**src/rtl/dmem_port_arbiter.sv**
```systemverilog
// dmem_port_arbiter: shares the data memory between the MM-stage access (priority) and a host port.
// Define DMEM_ARB_STARVE_GUARD_EN to enable the starvation guard that forces a one-cycle processor hold.
module dmem_port_arbiter #(
    parameter int AW = 32,
    parameter int DW = 32,
    parameter int STARVE_LIMIT = 15
) (
    input  logic          clk,
    input  logic          rst,
    input  logic [AW-1:0] cpu_addr,
    input  logic [DW-1:0] cpu_wdata,
    input  logic          cpu_we,
    input  logic          cpu_re,
    output logic [DW-1:0] cpu_rdata,
    output logic          cpu_hold,
    input  logic          host_req,
    input  logic          host_we,
    input  logic [AW-1:0] host_addr,
    input  logic [DW-1:0] host_wdata,
    output logic          host_gnt,
    output logic          host_rvalid,
    output logic [DW-1:0] host_rdata,
    output logic [7:0]    host_wait_cnt,
    output logic [AW-1:0] mem_addr,
    output logic [DW-1:0] mem_in,
    output logic          mem_we,
    input  logic [DW-1:0] mem_out
);
    localparam logic [7:0] LIM = 8'(STARVE_LIMIT - 1);
    logic cpu_act;
    assign cpu_act = (cpu_re | cpu_we) & ~cpu_hold;
    assign host_gnt = host_req & ~cpu_act;
    assign mem_addr = cpu_act ? cpu_addr : host_gnt ? host_addr : '0;
    assign mem_in = cpu_act ? cpu_wdata : host_gnt ? host_wdata : '0;
    assign mem_we = cpu_act ? cpu_we : host_gnt & host_we;
    assign cpu_rdata = mem_out;
    assign host_rdata = host_rvalid ? mem_out : '0;
    always_ff @(posedge clk) begin
        if (rst) begin
            host_rvalid <= 1'b0;
            host_wait_cnt <= 8'd0;
        end else begin
            host_rvalid <= host_gnt & ~host_we;
            host_wait_cnt <= (host_gnt | ~host_req) ? 8'd0 :
                             (host_wait_cnt == 8'hFF) ? host_wait_cnt : host_wait_cnt + 8'd1;
        end
    end
`ifdef DMEM_ARB_STARVE_GUARD_EN
    localparam logic [0:0] NORM = 1'b0;
    localparam logic [0:0] HOLD = 1'b1;
    logic [0:0] state;
    always_ff @(posedge clk) begin
        if (rst)
            state <= NORM;
        else
            state <= (state == HOLD) ? NORM :
                     (host_req & ~host_gnt & (host_wait_cnt == LIM)) ? HOLD : NORM;
    end
    assign cpu_hold = (state == HOLD);
`else
    logic unused_limit;
    assign unused_limit = ^LIM;
    assign cpu_hold = 1'b0;
`endif
endmodule
```
**config.mk**
```make
export PLATFORM = sky130hd
export DESIGN_NAME = dmem_port_arbiter
export DESIGN_NICKNAME = d
export VERILOG_FILES = /design/src/rtl/dmem_port_arbiter.sv
export SDC_FILE = /design/constraint.sdc
export NUM_CORES = 1
export LEC_CHECK = 0
export ABC_CLOCK_PERIOD_IN_PS = 1500
export CAP_MARGIN = 20
export CORE_AREA = 4 4 118 120
export DETAILED_ROUTE_END_ITERATION = 12
export DIE_AREA = 0 0 122 124
export GPL_TIMING_DRIVEN = 0
export PLACE_DENSITY = 0.6
export SLEW_MARGIN = 10
export SYNTH_ARGS = -nofsm -noshare
export SYNTH_HDL_FRONTEND = slang
export SYNTH_SLANG_ARGS = --single-unit
```
**constraint.sdc**
```tcl
create_clock -name clk -period 1.5 [get_ports clk]
set_input_delay 0.3 -clock clk [delete_from_list [all_inputs] [get_ports clk]]
set_output_delay 0.3 -clock clk [all_outputs]
set_load 0.01 [all_outputs]
```
==> metrics.csv <==
metric;value;unit
path_clk_slew;0.04;ns
die_y;124;um
slew_violations;0;
wire_per_inst;15.7;um
final.min_clock_period;1.67;ns
grt_pass1_vias;3530;
clock-root-buffer;clkbuf_16;
hold_viol;0;
synth_fa_ha_area_share;0.655;%
clock_latency;0.23;ns
cts_sinks;9;
synth_cell_types;33;
arrival;1.37;ns
p_leak;2.72;nW
antenna_found_initial;0;
dr_wl_met2;7070;um
synth_top_family_by_area;simple AND/OR/NAND/NOR gates;
final_layout_size_suffix_gt1_share;38.1;%
rr_worst_depth;5;
fin_ws;-0.167;ns
crit_slowest_cell;or2_4;
critPathMaxFanout;7;
synth_edf_count;0;
ys_seq_area_share;9.43;%
violations;negative setup slack;
critPathLaunchType;input pin;
synth_mux_area_share;1.05;%
postRouteAntennaNets;0;
synth_compound_gate_area_share;21.3;%
worst_ep_required_time;1.20;ns
path_depth;8;
gp_congestion;0.769;
die_area;15100;um^2
crit_end;mem_addr[13];
fin_skew;0.00193;ns
dpl.hpwl;10700;um
routed_wl;13200;um
dr.first_iter.drc_count;58;
ioPinCount;306;
route.met3.wl;1420;um
antenna_cells;0;
synth_flop_cell;dfxtp_1;
async_reset_ff_share;0;%
fin_crit_sh;111;%
drcViolationCount;0;
syn_avg_cell_area;5.65;um^2
reg2reg_from;host_wait_cnt[0];
grt_max_degree;11;
nFillCells;1350;
maxCapViolCount;0;
synth-seq-cells;9;
crit_type;in2out;
min_path_type;in2reg;
tns;-9.02;ns
crit_chain;buf_6, or2_4, buf_12, buf_16, clkbuf_16, nand2_1, o21ai_1, buf_2;
p_per_area;374;nW/um^2
r2r_end;host_wait_cnt[5];
cp-end-kind;output pin;
finalSetupViolCount;64;
max_freq;600;MHz
regToRegSetupSlack;0.06;ns
dr.pass1.iters;4;
fin_nets;834;
die_width;122;um
synth.net_count;505;
vias;3497;
rsz0062_at_grt;yes;
slowest_delay;0.26;ns
synth_warnings;0;
initial_core_util;14.7;%
io_buffers;304;
cp_top_family;buffers and inverters;
htreeDepth;1;
fin_util;44.1;%
cts_buffer_depth;2;
num_rows;42;
track_usage;15.6;%
ctsHoldBuffers;0;
routed.top_layer;met4;
cts_buffers;3;
cts_tree;yes;
cp.buffers_inverters;5;
synthXorXnorAreaFrac;0;%
syn_to_final_growth;200;%
drt-vias-per-instance;4.15;
synth_area;1910;um^2
wl_met1;4630;um
ir_worst_vdd;0.000186;V
syn_inst;338;
grt-ovfl-total;0;
crit_path_start;cpu_we;
yosys.area_share.simple;44.4;%
grt_pass1_wl;18700;um
status;finished with violations;
core_area;13000;um^2
[what timing repair did]
| action | in CTS | in global routing |
|---|---|---|
| endpoints found under the setup margin | 143 | 97 |
| cloned | 7 | 4 |
| resized for setup | 487 | 87 |
| setup buffers | 8 | 1 |
| pin swaps | 40 | 24 |
[power by group]
| group | internal [W] | leakage (nW) | switching [W] |
|---|---|---|---|
| Sequential | 0.000242 | 0.0754 | 0.00000576 |
| Combinational | 0.000861 | 2.61 | 0.000572 |
| Clock | 0.000355 | 0.0382 | 0.000109 |
| Total | 0.00146 | 2.72 | 0.000687 |
[worst min-delay path by stage]
stage	from	to	slack, ns	cells past startpoint
2_1_floorplan	host_we	host_rvalid	0.38	1
3_3_place_gp	host_wait_cnt[4]	host_wait_cnt[4]	0.53	2
3_5_place_dp	host_wait_cnt[4]	host_wait_cnt[4]	0.56	2
4_1_cts	host_wait_cnt[7]	host_wait_cnt[7]	0.50	1
5_1_grt	host_we	host_rvalid	0.33	2
6_report	host_we	host_rvalid	0.31	2
[synthesized netlist by cell type (2+ instances only)]
cell	n	share of area (%)
clkbuf_1	12	2.4
buf_4	36	14
buf_2	2	0.52
o21ai_0	15	3.9
nand3_1	5	1.3
nand3b_1	2	0.79
mux2i_1	2	1.0
a21oi_1	3	0.79
o21ai_1	50	13
and2_1	32	10
and3_1	2	0.65
o2111ai_1	2	0.92
nor3_1	7	1.8
buf_6	7	4.1
dfxtp_1	9	9.4
nor2_1	2	0.39
nand2_1	133	26
clkbuf_2	2	0.52
[layout by cell type (no fill, tap or decap), drive strengths merged, types with 3 or more instances in the layout]
master,count
dlygate4sd2,47
clkbuf,27
a21oi,3
and2,32
buf,132
nand2,133
clkdlybuf4s50,162
dfxtp,9
nand3,5
nor3,7
o21ai,65
clkdlybuf4s15,18
[routing by layer]
layer	vias up	GRT usage, %
met3	10	4.68
met1	1555	16.2
li1	1730	-
met2	202	31.6
met4	0	1.89
met5	-	0
[per-stage QoR]
stage	area, um^2	total power [W]	std cells	hold slack [ns]	setup WS (ns)
after detailed placement	5170	0.00159	818	0.562	-1.18
after global placement	5170	0.00157	818	0.534	-1.18
after global routing	5730	0.00227	842	0.330	-0.211
after CTS	5430	0.00207	837	0.502	-0.217
final	5730	0.00214	842	0.314	-0.167
after floorplan	1910	0.000674	338	0.377	0.0836
[logic make-up after synthesis]
kind of cell    Yosys count
flops                     9
other cells               1
buf+inv                  61
simple gates            189
fa+ha+maj                 1
compound gates           75
mux                       2
[area by class of cell]
| cell class | instances | area, um^2 | area share [%] |
|---|---|---|---|
| Tap cell | 176 | 220 | 3.84 |
| Sequential cell | 9 | 189 | 3.30 |
| Timing Repair Buffer | 324 | 2990 | 52.2 |
| Inverter | 1 | 3.75 | 0.0655 |
| Clock buffer | 4 | 78.8 | 1.38 |
| Buffer | 60 | 612 | 10.7 |
| Multi-Input combinational cell | 268 | 1630 | 28.5 |
[registers in the layout, indices dropped and copies added, names as in the netlist]
name	cells
host_rvalid	1
host_wait_cnt	8
Power figures use the tool's default switching activity.
